<file path="config.mk">
export PLATFORM = sky130hd
export DESIGN_NAME = muldiv_sequencer
export DESIGN_NICKNAME = d
export VERILOG_FILES = /design/src/rtl/muldiv_sequencer.sv
export SDC_FILE = /design/constraint.sdc
export NUM_CORES = 1
export LEC_CHECK = 0
export BUFFER_PORTS_ARGS = -buffer_cell sky130_fd_sc_hd__clkbuf_2
export CORE_MARGIN = 2
export CORE_UTILIZATION = 55
export CTS_BUF_LIST = sky130_fd_sc_hd__clkbuf_8
export CTS_CLUSTER_DIAMETER = 200
export CTS_CLUSTER_SIZE = 28
export DETAILED_ROUTE_END_ITERATION = 8
export PLACE_DENSITY = 0.74
export SYNTH_ARGS = -nofsm -noshare
export SYNTH_HDL_FRONTEND = slang
export SYNTH_SLANG_ARGS = --single-unit
</file>
<file path="constraint.sdc">
create_clock -name clock -period 3.6 [get_ports clock]
set_clock_uncertainty 0.2 [all_clocks]
set_input_delay 0.18 -clock clock [delete_from_list [all_inputs] [get_ports clock]]
set_output_delay 0.18 -clock clock [all_outputs]
set_load 0.05 [all_outputs]
</file>
<file path="src/rtl/muldiv_sequencer.sv">
// Iterative 32-step multiply / restoring-divide sequencer for MULT/MULTU/DIV/DIVU with HI/LO results.
// Optional macro MULDIV_EARLY_OUT_EN: multiply leaves RUN once the unconsumed multiplier bits are zero.
module muldiv_sequencer #(
  parameter int WIDTH = 32,
  parameter int CNT_W = 6
) (
  input  logic             clock,
  input  logic             reset,
  input  logic             start,
  input  logic [1:0]       op,
  input  logic [WIDTH-1:0] data_a,
  input  logic [WIDTH-1:0] data_b,
  input  logic             flush,
  output logic             busy,
  output logic             stall,
  output logic             done,
  output logic             div_by_zero,
  output logic [WIDTH-1:0] hi,
  output logic [WIDTH-1:0] lo
);

  typedef enum logic [2:0] {
    S_IDLE,
    S_PREP,
    S_RUN,
    S_FIX,
    S_DONE
  } state_t;

  state_t           state_q, state_d;
  logic [1:0]       op_q, op_d;
  logic [WIDTH-1:0] a_q, a_d;
  logic [WIDTH-1:0] b_q, b_d;
  logic [WIDTH-1:0] upper_q, upper_d;   // multiply accumulator / divide remainder
  logic [WIDTH-1:0] lower_q, lower_d;   // multiplier / dividend-then-quotient
  logic [WIDTH-1:0] opnd_q, opnd_d;     // multiplicand / divisor
  logic [CNT_W-1:0] cnt_q, cnt_d;
  logic             sign_quot_q, sign_quot_d;
  logic             sign_rem_q, sign_rem_d;
  logic             dbz_q, dbz_d;
  logic [WIDTH-1:0] hi_d, lo_d;

  logic             is_div, is_signed, last_iter;
  logic [WIDTH-1:0] a_mag, b_mag;
  logic [WIDTH:0]   mul_sum;
  logic [WIDTH-1:0] mul_upper, mul_lower;
  logic [WIDTH:0]   rem_sh;
  logic [WIDTH+1:0] div_diff;
  logic             div_ok;
  logic [WIDTH-1:0] div_upper, div_lower;
  logic [2*WIDTH-1:0] product, prod_fix;
  logic [WIDTH-1:0] quot_fix, rem_fix;

  assign is_div    = op_q[1];
  assign is_signed = ~op_q[0];
  assign last_iter = (cnt_q == CNT_W'(WIDTH - 1));

  assign a_mag = (is_signed && a_q[WIDTH-1]) ? -a_q : a_q;
  assign b_mag = (is_signed && b_q[WIDTH-1]) ? -b_q : b_q;

  // Shift-add step: the carry out of the 33-bit sum becomes the new accumulator MSB.
  assign mul_sum   = lower_q[0] ? ({1'b0, upper_q} + {1'b0, opnd_q}) : {1'b0, upper_q};
  assign mul_upper = mul_sum[WIDTH:1];
  assign mul_lower = {mul_sum[0], lower_q[WIDTH-1:1]};

  // Restoring step: the remainder stays below the divisor, so the shifted value needs one extra bit.
  assign rem_sh    = {upper_q, lower_q[WIDTH-1]};
  assign div_diff  = {1'b0, rem_sh} - {2'b00, opnd_q};
  assign div_ok    = ~div_diff[WIDTH+1];
  assign div_upper = div_ok ? div_diff[WIDTH-1:0] : rem_sh[WIDTH-1:0];
  assign div_lower = {lower_q[WIDTH-2:0], div_ok};

  assign product  = {upper_q, lower_q};
  assign prod_fix = (is_signed && sign_quot_q) ? -product : product;
  assign quot_fix = (is_signed && sign_quot_q) ? -lower_q : lower_q;
  assign rem_fix  = (is_signed && sign_rem_q)  ? -upper_q : upper_q;

`ifdef MULDIV_EARLY_OUT_EN
  logic [CNT_W-1:0]   done_iters;
  logic [WIDTH-1:0]   live_mask;
  logic               early_exit;
  logic [2*WIDTH-1:0] early_prod;

  // After k steps only the low WIDTH-k multiplier bits are still unconsumed.
  assign done_iters = cnt_q + 1'b1;
  assign live_mask  = {WIDTH{1'b1}} >> done_iters;
  assign early_exit = ~is_div && ((mul_lower & live_mask) == '0);
  assign early_prod = {mul_upper, mul_lower} >> (CNT_W'(WIDTH) - done_iters);
`endif

  // NOTE: every signal assigned here gets a default first, so no path can infer a latch.
  always_comb begin
    state_d     = state_q;
    op_d        = op_q;
    a_d         = a_q;
    b_d         = b_q;
    upper_d     = upper_q;
    lower_d     = lower_q;
    opnd_d      = opnd_q;
    cnt_d       = cnt_q;
    sign_quot_d = sign_quot_q;
    sign_rem_d  = sign_rem_q;
    dbz_d       = dbz_q;
    hi_d        = hi;
    lo_d        = lo;

    busy        = (state_q != S_IDLE);
    stall       = (state_q == S_PREP) || (state_q == S_RUN) || (state_q == S_FIX);
    done        = (state_q == S_DONE);
    div_by_zero = (state_q == S_DONE) && dbz_q;

    case (state_q)
      S_IDLE: begin
        if (start && !flush) begin
          state_d = S_PREP;
          op_d    = op;
          a_d     = data_a;
          b_d     = data_b;
        end
      end

      S_PREP: begin
        if (flush) begin
          state_d = S_IDLE;
        end else if (is_div && (b_q == '0)) begin
          state_d = S_DONE;
          hi_d    = a_q;
          lo_d    = '1;
          dbz_d   = 1'b1;
        end else begin
          state_d     = S_RUN;
          cnt_d       = '0;
          upper_d     = '0;
          lower_d     = is_div ? a_mag : b_mag;
          opnd_d      = is_div ? b_mag : a_mag;
          sign_quot_d = is_signed & (a_q[WIDTH-1] ^ b_q[WIDTH-1]);
          sign_rem_d  = is_signed & a_q[WIDTH-1];
        end
      end

      S_RUN: begin
        if (flush) begin
          state_d = S_IDLE;
        end else begin
          cnt_d = cnt_q + 1'b1;
          if (is_div) begin
            upper_d = div_upper;
            lower_d = div_lower;
          end else begin
            upper_d = mul_upper;
            lower_d = mul_lower;
          end
          if (last_iter) state_d = S_FIX;
`ifdef MULDIV_EARLY_OUT_EN
          if (early_exit) begin
            {upper_d, lower_d} = early_prod;
            state_d            = S_FIX;
          end
`endif
        end
      end

      S_FIX: begin
        if (flush) begin
          state_d = S_IDLE;
        end else begin
          state_d = S_DONE;
          dbz_d   = 1'b0;
          if (is_div) begin
            hi_d = rem_fix;
            lo_d = quot_fix;
          end else begin
            {hi_d, lo_d} = prod_fix;
          end
        end
      end

      S_DONE:  state_d = S_IDLE;
      default: state_d = S_IDLE;
    endcase
  end

  always_ff @(posedge clock or negedge reset) begin
    if (!reset) begin
      state_q <= S_IDLE;
    end else begin
      state_q <= state_d;
    end
  end

  // NOTE: state uses non-blocking assignments so every register samples pre-edge values.
  always_ff @(posedge clock or negedge reset) begin
    if (!reset) begin
      op_q        <= '0;
      a_q         <= '0;
      b_q         <= '0;
      upper_q     <= '0;
      lower_q     <= '0;
      opnd_q      <= '0;
      cnt_q       <= '0;
      sign_quot_q <= 1'b0;
      sign_rem_q  <= 1'b0;
      dbz_q       <= 1'b0;
      hi          <= '0;
      lo          <= '0;
    end else begin
      op_q        <= op_d;
      a_q         <= a_d;
      b_q         <= b_d;
      upper_q     <= upper_d;
      lower_q     <= lower_d;
      opnd_q      <= opnd_d;
      cnt_q       <= cnt_d;
      sign_quot_q <= sign_quot_d;
      sign_rem_q  <= sign_rem_d;
      dbz_q       <= dbz_d;
      hi          <= hi_d;
      lo          <= lo_d;
    end
  end

endmodule

</file>
==> metrics.md, run 1 <==
| Metric | Value |
|---|---|
| Slew @ Worst Pin | 928.0 ps |
| P_sw | 0.01008 W |
| Vias in the first global route | 16.19k |
| Post-Synth Simple-Gate Area | 17.49% |
| Ys flop type | dfrtp_1 |
| Multiplexer share of the synthesized area | about 7.9% |
| Hold WC Path Type | in2async |
| Synth area leaders | dfrtp_1 (34%), a21oi_1 (6.1%), ha_1 (5.0%) |
| Area growth syn-to-layout | 14.48% |
| Post-Synth XOR/XNOR Area | around 8.6% |
| Clk pwr share | 6.5% |
| Antenna-violating nets left | 0 |
| Syn Area/Cell | 8.381 µm² |
| Count of different cell masters after synthesis | 76 |
| Vias | about 17k |
| Synth Warn # | 0 |
| Layout Nets | 2401 |
| Max H-tree Level | 1 |
| Top post-synthesis cells by count | dfrtp_1 (238), a21oi_1 (210), nand2_1 (210), nor2_1 (185), o21ai_0 (167) |
| Synth Instances | 2071 |
| Reg-to-Reg End | hi[10] |
| Adder-Cell Fraction of Synth Area | 5.205% |
| Async S/R FF share, synth | 100.0% |
| Fmax | 290.0 MHz |
| Pre-CTS setup slack | about 120 ps |
| CTS clk-pin slew, worst paths | between 150 and 200 ps |
| Post-synth EDFFs | 0 |
| Syn Nets | 2212 |
| Status | complete, but fails checks |
| Logic pwr share | 67.3% |
| Startpoint types | register |
| Clk_lat worst skew | between 500 and 600 ps |
| CTS Buf Count | 12 |
| Sw frac | 53.16% |
| Total grt overflow | 0 |
| Pin count of the biggest net entering global routing | 88 |
| Tmin final | 3448 ps |
| Arrival time worst endpoint | 3740 ps |
| Post-synth top area share | between 30% and 40% |
| Compound-Gate Fraction of Synth Area | 22.05% |
| CTS tree | yes |
| Synthesized area | around 0.017 mm² |
| Flop-to-flop setup slack | 150 ps |
| R2r startpoint | lower_q[16] |
| Antenna violations before repair | 1 |
| DR WL/cell | 22.02 µm |
| Fin. max-slew vios | 0 |
| Synth Register Bits | around 240 |
| Number of diodes | 0 |
| Worst rel slew slack | 38.14% |
| RSZ-0062 raised after global routing | true |
| Worst Setup SP | lower_q[16] |
| Endpoint type of the worst setup path | register |
| Final Hold Vio Count | 7 |
| Clk buf depth | 3 |
| CTS Root Cell | clkbuf_8 |
| Post-synthesis sequential area ratio | 34.31% |
| Std cell rows | 65 |
| Core Region | 0.03131 mm² |
| GRT Util Overall | 35.00% |
| Fin crit share | between 90% and 100% |
| Setup crit end | hi[10] |
| Fin Hold WS | -33.06 ps |
| Layout cell share with drive strength beyond 1 | 16.28% |
| PD cells | 954.4 mW/mm² |
| RD Place Congestion | ~0.96 |
| Peak supply drop | 0.4943 mV |
| Failing checks | hold timing |
| Crit path max fanout | 6 |
| Number of DRC markers in iteration 0 | 1705 |
| Filler cell count | about 2.6k |
| Post CTS Setup Buffer Count | 0 |
| Flop pwr share | 26.2% |
| Cell accounting for the most synthesized area | dfrtp_1 |
| Initial Utilization | approximately 55% |
| DRC Markers | 0 |
| Final worst slack | 151.9 ps |
| R2R depth | 10 |
| Final Power | 0.01897 W |
| Final Setup Violations | 0 |
| CP Class | reg2reg |
| Total die area | 0.03299 mm² |
| Drt total wl | 58650 µm |
| Vias per Instance | 6.357 |
| Max Cap Violations | 0 |
| Most frequent cell after synthesis | dfrtp_1 |
| I/O Buffers | 137 |
| TritonRoute pass-1 iters | 5 |
| DP HPWL | about 43000 µm |
| Die height | roughly 180 µm |
| Main combinational cell family by area after synthesis | compound AO/OA/AOI/OAI gates |
| First-pass GRT wire length | 91000 µm |
| Layout Utilization | 63.46% |
| Die X | 181.6 µm |
| Worst path required time | 3890 ps |
| Cell internal pwr | approximately 0.0089 W |
| CTS sink cnt | 238 |
| Leak | 8.957 nW |
| I/O pin count | about 140 |
metal layers:
layer	vias up	wire, µm	track usage (%)
met4	2	2387	12.55
met1	8218	25020	48.59
met2	775	26820	56.95
met5	-	12	0
li1	7828	-	-
met3	107	4404	3.831
registers in the layout, summed over array words and instances, names as in the netlist:
name / cells
op_q: 2
lo: 32
sign_quot_q: 1
cnt_q: 6
state_q: 3
sign_rem_q: 1
lower_q: 32
hi: 32
dbz_q: 1
a_q: 32
opnd_q: 32
upper_q: 32
b_q: 32
cells in the final DEF, fill, tap and decap left out, types with 72 or more instances in the layout:
cell type / n
xnor2_1: 98
dfrtp_1: 237
clkbuf_2: 136
a21oi_1: 209
mux2_2: 74
xor2_1: 72
nand2_1: 209
nor2_1: 184
buf_4: 93
o21ai_0: 165
repair_timing:
| action | in CTS | in global routing |
|---|---|---|
| hold buffers | 69 | 0 |
| resized for setup | 0 | 16 |
| hold endpoints to repair | 185 | 0 |
| setup endpoints to repair | 0 | 18 |
worst max-delay path: stages (launching register included):
cell	delay, ps
dfrtp_1	480
or4_4	560
or4b_4	530
nor4_1	300
buf_4	200
and2_1	240
o21ai_0	200
o21ai_0	260
xnor2_1	160
mux2i_1	90
o21ai_0	150
metrics by stage:
stage	instance area [µm²]	hold slack, ps	cells	TNS [ps]
2_1_floorplan	17360	-315.6	2071	0
3_3_place_gp	18910	26.75	2579	0
3_5_place_dp	18910	31.49	2579	0
4_1_cts	19800	15.24	2663	0
5_1_grt	19870	46.97	2663	-119.9
6_report	19870	-33.06	2663	0
power by group through the flow:
stage / sequential, W / combinational (W) / clock (W)
6_report: 0.00496 / 0.0128 / 0.00124
5_1_grt: 0.00506 / 0.0139 / 0.00132
4_1_cts: 0.00488 / 0.0124 / 0.00124
3_5_place_dp: 0.00495 / 0.0122 / 0
3_3_place_gp: 0.00491 / 0.0121 / 0
2_1_floorplan: 0.00552 / 0.00790 / 0
layout make-up:
class,instances,area (µm²),share of cell area (%)
timing repair buffer,305,2205,11.10
clock inverter,2,20.02,0.1007
multi-input combinational,1633,10740,54.06
tap,402,503.0,2.531
inverter,70,262.8,1.322
clock buffer,13,178.9,0.9004
sequential,238,5959,29.99
worst min-delay path by stage:
stage	endpoint	cells after the start
after CTS	cnt_q[3]	2
after detailed placement	cnt_q[3]	1
after floorplan	a_q[0]	0
final	cnt_q[3]	2
after global placement	cnt_q[4]	1
after global routing	cnt_q[3]	2
cells by family after synthesis:
logic type	Yosys count
DFF	238
buffers and inverters	200
muxes	127
adders and majority gates	71
AOI/OAI and AO/OA	620
xor gates and xnor gates	170
and+or+nand+nor	645
No activity file was read; power rests on OpenSTA's default activity.
==> inputs of run 2 (changes only) <==
SETUP_SLACK_MARGIN = 0.4   (was default)
==> metrics.md, run 2 (synthesis results as in run 1) <==
| Metric | Value |
|---|---|
| Fin crit share | 91.77% |
| Clk buf depth | 3 |
| Number of diodes | 0 |
| Status | complete, but fails checks |
| I/O Buffers | ~140 |
| Setup TNS | 0 ps |
| Most common cell after layout, fill and taps aside | dfrtp_1 |
| Startpoint types | register |
| Worst path required time | 3880 ps |
| Flop-to-flop setup slack | 300 ps |
| Endpoint type of the worst setup path | register |
| RSZ-0062 raised after global routing | true |
| PD cells | 980.1 mW/mm² |
| Filler cell count | 2459 |
| Fin. max-slew vios | 0 |
| Non-Filler Cell Area, Final | 0.02112 mm² |
| GRT Util Overall | approximately 35% |
| Slew @ Worst Pin | 900.2 ps |
| Tmin final | 3304 ps |
| Pin count of the biggest net entering global routing | 88 |
| Register area | 0.005979 mm² |
| Drt total wl | roughly 60000 µm |
| Die X | ~180 µm |
| Antenna violations before repair | 1 |
| Reg-to-Reg End | hi[19] |
| Antenna-violating nets left | 0 |
| Initial Utilization | a little under three fifths |
| Core Region | 0.03131 mm² |
| Leak | 9.314 nW |
| R2r startpoint | lower_q[17] |
| Vias in the first global route | 16.32k |
| Failing checks | hold timing |
| DP HPWL | 43400 µm |
| DR WL/cell | 22.47 µm |
| CTS Buf Count | 12 |
| Final Hold Vio Count | 8 |
| Vias | 17.46k |
| Number of DRC markers in iteration 0 | 1772 |
| Layout cell share with drive strength beyond 1 | roughly 24% |
| CP Class | reg2reg |
| Max H-tree Level | 1 |
| Total grt overflow | 0 |
| Hold WC Path Type | in2async |
| TritonRoute pass-1 iters | 5 |
| Max Cap Violations | 0 |
| Layout Utilization | 67.46% |
| CTS Root Cell | clkbuf_8 |
| Std cell rows | 65 |
| Vias per Instance | 6.412 |
| Layout Nets | 2461 |
| Peak supply drop | between 0.6 and 0.7 mV |
| Fin Hold WS | -47.70 ps |
| Clk_lat worst skew | 570 ps |
| Fmax | 302.7 MHz |
| DP Area | 0.01891 mm² |
| Commonest cells after routing, fill and taps aside | dfrtp_1 (221), nand2_1 (204), a21oi_1 (193), nor2_1 (181), buf_4 (140) |
| DRC Markers | 0 |
| CTS clk-pin slew, worst paths | 180 ps |
| Final Setup Violations | 0 |
| I/O pin count | 138 |
| Multi-input logic area | 0.01146 mm² |
| Arrival time worst endpoint | approximately 3600 ps |
| First-pass GRT wire length | 92450 µm |
| Die height | about 180 µm |
| Final Power | 0.02070 W |
| CTS tree | yes |
| R2R depth | 9 |
| Worst rel slew slack | between 30 and 40% |
| CTS sink cnt | 238 |
| Crit path max fanout | 6 |
| RD Place Congestion | 0.9574 |
| Total die area | about 0.033 mm² |
| Area growth syn-to-layout | 21.71% |
## run 2: area by class of cell
cell class,count,area share (%)
Clock buffer,13,0.8470
Clock inverter,2,0.09477
Inverter,70,1.268
Multi-Input combinational cell,1633,54.25
Sequential cell,238,28.31
Tap cell,402,2.381
Timing Repair Buffer,364,12.83
Timing Repair inverter,1,0.02369
## run 2: worst max-delay path: stages (launching register included)
cell	delay, ps
dfrtp_1	440
or4_4	550
or4b_4	530
or4_4	590
nor2_8	170
buf_4	130
a21oi_2	50
or3_4	350
a21oi_4	160
o21ai_1	70
## run 2: metrics by stage
| stage | hold slack [ps] | setup WS, ps | std cells |
|---|---|---|---|
| floorplan | -315.6 | 427.7 | 2071 |
| global placement | 26.75 | 139.2 | 2579 |
| detailed placement | 31.49 | 115.3 | 2579 |
| CTS | 15.22 | 323.1 | 2680 |
| global route | 49.20 | 178.6 | 2723 |
| finish | -47.70 | 296.5 | 2723 |
## run 2: metal layers
layer / wire, µm / track usage [%] / up-vias / share of wire (%)
li1: - / - / 7951 / -
met1: 25630 / 49.69 / 8439 / 42
met2: 28010 / 57.79 / 914 / 46
met3: 4802 / 3.249 / 155 / 7.8
met4: 2730 / 12.65 / 2 / 4.5
met5: 19 / 0 / - / 0.031
## run 2: where the power goes
group	switching [W]	total (W)	internal, W	leakage [nW]
Combinational	0.00859	0.0145	0.00589	6.25
Sequential	0.00133	0.00498	0.00365	2.96
Clock	0.000897	0.00124	0.000344	0.106
Total	0.0108	0.0207	0.00989	9.31
## run 2: what timing repair did
action,CTS,global route
cloned,0,2
hold endpoints to repair,185,0
endpoints found under the setup margin,111,129
setup buffers,17,41
gates resized for setup,58,172
pin swaps,21,70
hold buffers,69,0
## run 2: how the worst max path moves through the flow
stage                           start     endpoint  slack [ps]  cells after the start
after floorplan            lower_q[0]       hi[10]         430                     14
after global placement    lower_q[17]        hi[5]         140                      9
after detailed placement  lower_q[31]  upper_q[30]         120                     14
after CTS                   opnd_q[7]  upper_q[30]         320                     11
after global routing       upper_q[6]       hi[29]         180                     11
final                     lower_q[17]       hi[19]         300                      9
